`src/rtl/mul_pkg.sv`:
```
// Shared widths and accumulator state encoding for the multiplier datapath
// (multiplier, result accumulator, writeback stage).
package mul_pkg;

  localparam int unsigned PROD_W_DEF = 32;
  localparam int unsigned ACC_W_DEF  = 40;
  localparam int unsigned LEN_W_DEF  = 8;

  typedef enum logic {ACCUM, HOLD} acc_state_t;

endpackage

```
`src/rtl/mul_acc_sat.sv`:
```
// Combinational saturating adder: acc + product with an overflow flag.
// Unsigned by default; two's complement when MUL_RES_ACC_SIGNED_EN is defined.
module mul_acc_sat
  import mul_pkg::*;
#(
  parameter int unsigned PROD_W = PROD_W_DEF,
  parameter int unsigned ACC_W  = ACC_W_DEF
) (
  input  logic [ACC_W-1:0]  i_a,
  input  logic [PROD_W-1:0] i_b,
  output logic [ACC_W-1:0]  o_sum,
  output logic              o_ovf
);

`ifdef MUL_RES_ACC_SIGNED_EN
  logic [ACC_W-1:0] w_b_ext;
  logic [ACC_W-1:0] w_raw;

  assign w_b_ext = {{(ACC_W-PROD_W){i_b[PROD_W-1]}}, i_b};
  assign w_raw   = i_a + w_b_ext;

  // Overflow only when both operands share a sign the result does not.
  assign o_ovf = (i_a[ACC_W-1] == w_b_ext[ACC_W-1]) &&
                 (w_raw[ACC_W-1] != i_a[ACC_W-1]);
  assign o_sum = !o_ovf       ? w_raw :
                 i_a[ACC_W-1] ? {1'b1, {(ACC_W-1){1'b0}}} :
                                {1'b0, {(ACC_W-1){1'b1}}};
`else
  logic [ACC_W:0] w_b_ext;
  logic [ACC_W:0] w_raw;

  assign w_b_ext = {{(ACC_W+1-PROD_W){1'b0}}, i_b};
  assign w_raw   = {1'b0, i_a} + w_b_ext;

  assign o_ovf = w_raw[ACC_W];
  assign o_sum = o_ovf ? {ACC_W{1'b1}} : w_raw[ACC_W-1:0];
`endif

endmodule

```
`src/rtl/mul_res_acc.sv`:
```
// Accumulates acc_len multiplier products per block and presents one saturated
// sum per block. MUL_RES_ACC_SIGNED_EN selects two's complement arithmetic.
module mul_res_acc
  import mul_pkg::*;
#(
  parameter int unsigned PROD_W = PROD_W_DEF,
  parameter int unsigned ACC_W  = ACC_W_DEF,
  parameter int unsigned LEN_W  = LEN_W_DEF
) (
  input  logic              clk,
  input  logic              n_rst,
  input  logic              prod_valid,
  input  logic [PROD_W-1:0] prod_data,
  output logic              prod_ready,
  input  logic [LEN_W-1:0]  acc_len,
  input  logic              acc_clr,
  output logic              acc_valid,
  output logic [ACC_W-1:0]  acc_data,
  output logic              acc_ovf,
  input  logic              acc_ready
);

  localparam int unsigned CNT_W = LEN_W + 1;
  localparam logic [CNT_W-1:0] LEN_MAX = {1'b1, {LEN_W{1'b0}}};

  acc_state_t       r_state;
  logic [ACC_W-1:0] r_acc;
  logic [ACC_W-1:0] r_acc_data;
  logic [CNT_W-1:0] r_cnt;
  logic [CNT_W-1:0] r_len_q;
  logic             r_ovf;
  logic             r_acc_ovf;
  logic             r_acc_valid;
  logic             r_prod_ready;

  logic             w_accept;
  logic             w_first;
  logic [CNT_W-1:0] w_len_eff;
  logic [CNT_W-1:0] w_cnt_nxt;
  logic             w_last;
  logic [ACC_W-1:0] w_sum;
  logic             w_sat_ovf;

  mul_acc_sat #(
    .PROD_W (PROD_W),
    .ACC_W  (ACC_W)
  ) u_sat (
    .i_a   (r_acc),
    .i_b   (prod_data),
    .o_sum (w_sum),
    .o_ovf (w_sat_ovf)
  );

  // The first beat of a block uses the live acc_len, later beats the sampled one.
  assign w_accept  = prod_valid && r_prod_ready;
  assign w_first   = (r_cnt == '0);
  assign w_len_eff = !w_first          ? r_len_q :
                     (acc_len == '0)   ? LEN_MAX : {1'b0, acc_len};
  assign w_cnt_nxt = r_cnt + CNT_W'(1);
  assign w_last    = (w_cnt_nxt == w_len_eff);

  always_ff @(posedge clk or posedge n_rst) begin
    if (n_rst) begin
      r_state      <= ACCUM;
      r_acc        <= '0;
      r_acc_data   <= '0;
      r_cnt        <= '0;
      r_len_q      <= '0;
      r_ovf        <= 1'b0;
      r_acc_ovf    <= 1'b0;
      r_acc_valid  <= 1'b0;
      r_prod_ready <= 1'b0;
    end else begin
      case (r_state)
        ACCUM: begin
          if (acc_clr) begin
            r_acc        <= '0;
            r_cnt        <= '0;
            r_ovf        <= 1'b0;
            r_prod_ready <= 1'b1;
          end else if (w_accept) begin
            if (w_first) r_len_q <= w_len_eff;
            r_acc        <= w_sum;
            r_cnt        <= w_cnt_nxt;
            r_ovf        <= r_ovf | w_sat_ovf;
            r_prod_ready <= !w_last;
            if (w_last) begin
              r_acc_data  <= w_sum;
              r_acc_ovf   <= r_ovf | w_sat_ovf;
              r_acc_valid <= 1'b1;
              r_state     <= HOLD;
            end
          end else begin
            r_prod_ready <= 1'b1;
          end
        end
        HOLD: begin
          // prod_ready stays low here, forcing a gap cycle before the next beat.
          if (acc_ready) begin
            r_acc       <= '0;
            r_cnt       <= '0;
            r_ovf       <= 1'b0;
            r_acc_valid <= 1'b0;
            r_state     <= ACCUM;
          end
        end
        default: r_state <= ACCUM;
      endcase
    end
  end

  assign prod_ready = r_prod_ready;
  assign acc_valid  = r_acc_valid;
  assign acc_data   = r_acc_data;
  assign acc_ovf    = r_acc_ovf;

endmodule

```
`config.mk`:
```
export PLATFORM = sky130hd
export DESIGN_NAME = mul_res_acc
export DESIGN_NICKNAME = d
export VERILOG_FILES = /design/src/rtl/mul_pkg.sv /design/src/rtl/mul_acc_sat.sv /design/src/rtl/mul_res_acc.sv
export SDC_FILE = /design/constraint.sdc
export NUM_CORES = 1
export LEC_CHECK = 0
export CORE_UTILIZATION = 32
export CTS_CLUSTER_DIAMETER = 100
export CTS_CLUSTER_SIZE = 25
export DETAILED_ROUTE_END_ITERATION = 10
export DONT_BUFFER_PORTS = 1
export PLACE_DENSITY = 0.43
export SYNTH_ARGS = -nofsm -noshare
export SYNTH_HDL_FRONTEND = slang
export SYNTH_SLANG_ARGS = --single-unit
```
`constraint.sdc`:
```
create_clock -name clk -period 3.45 [get_ports clk]
set_input_delay 0.5175 -clock clk [delete_from_list [all_inputs] [get_ports clk]]
set_output_delay 0.5175 -clock clk [all_outputs]
set_load 0.05 [all_outputs]
```
==> impl_metrics.csv <==
group,metric,value,unit
clock_network,worst_skew_pair.late_latency,0.36,ns
floorplanning,die_height,145,µm
timing,slew_headroom,37.5,%
finish,final_layout_size_suffix_gt1_share,15.2,%
synth,async_flop_share,100,%
run_status,status,"finished clean",
placed_design,pre_cts_ws,0.0747,ns
global_route,use_met3,5.56,%
critical_path,critPathCaptureType,"flip-flop",
worst_hold_path,hold_class,"input port to asynchronous set/reset pin",
synth,ys_seq_area_share,39.6,%
synth,synth_top_area_share,39.6,%
finish,areaGrowthSynthToFinish,11.1,%
clock_network,clk_path_buf_depth,2,
clock_network,clockRootBuffer,"clkbuf_16",
timing,timing_hold_violations_final,0,
clock_network,post_cts_resized,0,
synth,netlist_area,0.00650,mm²
critical_path,worst_path_max_delay_cell,"nor4_1",
placed_design,gp_congestion,0.865,
synth,synthTopCellsByArea,"dfrtp_1, ha_1, mux2_2",
timing,finClkSkew,0.0154,ns
route,vias_per_cell,5.35,
route,wl_per_cell,18.6,µm
timing,timing.fmax,312,MHz
global_route,grt_pass1_vias,5274,
synth,ys_top_cells_by_count,"dfrtp_1, nand2_1, a21oi_1, o21ai_0, nor2_1",
synth,synthDistinctLibCells,64,
run,cap_violations,0,
clock_network,cts_buffers,9,
critical_path,r2r_start,"r_acc[22]",
floorplanning,coreArea,0.0197,mm²
critical_path,r2r_end,"acc_data[36]",
synth,yosysTopAreaCell,"dfrtp_1",
floorplanning,rows,51,
critical_path,reg2reg_slack,0.24,ns
synth,synthFlopType,"dfrtp_1",
power_and_ir_drop,leakage,0.00326,µW
power_and_ir_drop,p_per_area,559,mW/mm²
synth,syn_inst,687,
timing,period_share,93.0,%
timing,slew_viol_final,0,
timing,worst_slack,0.243,ns
power_and_ir_drop,irDropWorstVdd,0.277,mV
floorplanning,start_util,33.0,%
timing,final.setup.tns,0,ns
timing,rsz0062_at_grt,"no",
timing,tightest_slew,0.938,ns
global_route,grt_antenna_before_repair,0,
floorplanning,die_area,0.0209,mm²
route,drcViolationCount,0,
finish,utilization,36.7,%
finish,n_antenna_cell,0,
route,drt_iter0_drc,389,
clock_network,cts_tree,"done",
global_route,grtUsageTotal,18.2,%
critical_path,crit_chain,"ha_1 -> nand4_1 -> nor4_1 -> o211ai_1 -> nand2_1 -> o21ai_1 -> or3_1 -> mux2_1 -> mux2_2",
critical_path,path_max_fanout,9,
route,num_vias,5159,
route,routed_wl,17.9,mm
global_route,grt_use_met2,27.8,%
critical_path,timing.reg2reg.worst_path_depth,9,
global_route,grt_max_degree,45,
global_route,grt-busiest-layer,"met2",
synth,ys_seq_elements,103,
synth,yosysWarnings,0,
floorplanning,die_w,145,µm
synth,synth-edff-count,0,
route,antenna_left,0,
floorplanning,ioPinCount,88,
global_route,grt_pass1_wl,28.8,mm
clock_network,cts_sinks,103,
synth,syn-num-nets,767,
critical_path,cp.arrival,3.45,ns
finish,nets,774,
clock_network,postCtsSetupBuffers,0,
timing,min_period,3.21,ns
critical_path,startpoint_type,"flip-flop",
global_route,overflow,0,
critical_path,crit_required,3.69,ns
placed_design,numPortBuffers,0,
critical_path,worst-setup-path-type,"flip-flop to flip-flop",
placed_design,post-dp-hpwl,13.3,mm
global_route,met1_usage,24.3,%
clock_network,htreeDepth,3,
synth,syn_avg_cell_area,9.47,µm²
clock_network,postCtsHoldBufs,0,
synth,synth_most_common_cell,"dfrtp_1",
timing,setup_viol,0,
critical_path,critPathMaxStageDelay,0.54,ns
route,drt_pass1_iterations,6,
clock_network,path_clk_slew,0.08,ns
## stage by stage
stage	hold WS (ns)	power, µW	cell area, µm²	cells
floorplan	0.443	2630	6500	687
global placement	0.464	2950	6900	948
detailed placement	0.468	2960	6900	948
CTS	0.116	4090	7220	964
global route	0.147	4300	7230	964
finish	0.0876	4040	7230	964
## cells in the final DEF, fill, tap and decap left out, drive strengths merged, types with 5 or more instances in the layout
| cell | Yosys | layout |
|---|---|---|
| xor2 | 18 | 18 |
| a21oi | 61 | 61 |
| ha | 34 | 34 |
| o21a | 5 | 5 |
| nor4 | 7 | 7 |
| dfrtp | 103 | 103 |
| nor3 | 10 | 10 |
| nand2 | 80 | 80 |
| nand3 | 16 | 16 |
| o211ai | 10 | 10 |
| nand4 | 11 | 11 |
| mux2i | 13 | 13 |
| inv | 23 | 25 |
| mux2 | 38 | 38 |
| xnor2 | 25 | 25 |
| a22o | 24 | 24 |
| a211oi | 8 | 8 |
| buf | 15 | 28 |
| a21o | 11 | 11 |
| o21ai | 57 | 57 |
| clkbuf | 17 | 11 |
| nor2 | 40 | 40 |
## registers in the layout, indices dropped and copies added, names as in the netlist
register,cells
prod_ready,1
acc_ovf,1
acc_data,40
r_ovf,1
r_acc,40
r_len_q,9
acc_valid,1
r_cnt,9
r_state,1
## worst max path at each step
stage	from	endpoint	depth (start not counted)
floorplan	n_rst	acc_data[0]	1
global placement	prod_data[0]	acc_data[34]	10
detailed placement	prod_data[0]	acc_data[34]	10
finish	r_acc[22]	acc_data[36]	9
global route	r_acc[22]	r_acc[12]	11
CTS	r_acc[0]	acc_data[34]	10
## final cells by class
type	instances	area, µm²
Inverter	23	88.8
Timing Repair Buffer	28	223
Clock inverter	5	63.8
Multi-Input combinational cell	529	3690
Sequential cell	103	2580
Fill cell	1996	12500
Tap cell	265	332
Clock buffer	11	253
## power by group
part	switching (µW)	internal, µW	leakage [µW]	total (µW)
logic	686	497	0.00174	1180
registers	391	1370	0.00136	1760
clock network	492	610	0.000153	1100
## cells by family (layout without fill, tap and decap cells)
logic type,after synthesis,count (layout),synth area share [%]
AOI/OAI and AO/OA,207,207,20.9
xor gates and xnor gates,43,43,5.79
adders and majority gates,35,35,6.85
buffers and inverters,55,67,3.89
DFF,103,103,39.6
muxes,51,51,8.58
and+or+nand+nor,193,193,14.3
## layer usage
layer	wire, µm	vias to the layer above
met5	0	-
met4	301	0
met3	1300	21
met2	7810	126
met1	8480	2484
li1	-	2528
## critical path: cells and delay by family, from the launching register on
family          cells  cell delay [ns]
compound gates      2             0.31
fa+ha+maj           1             0.44
flops               1             0.39
mux                 2             0.59
simple gates        4             1.36
(Power assumes the default switching activity.)
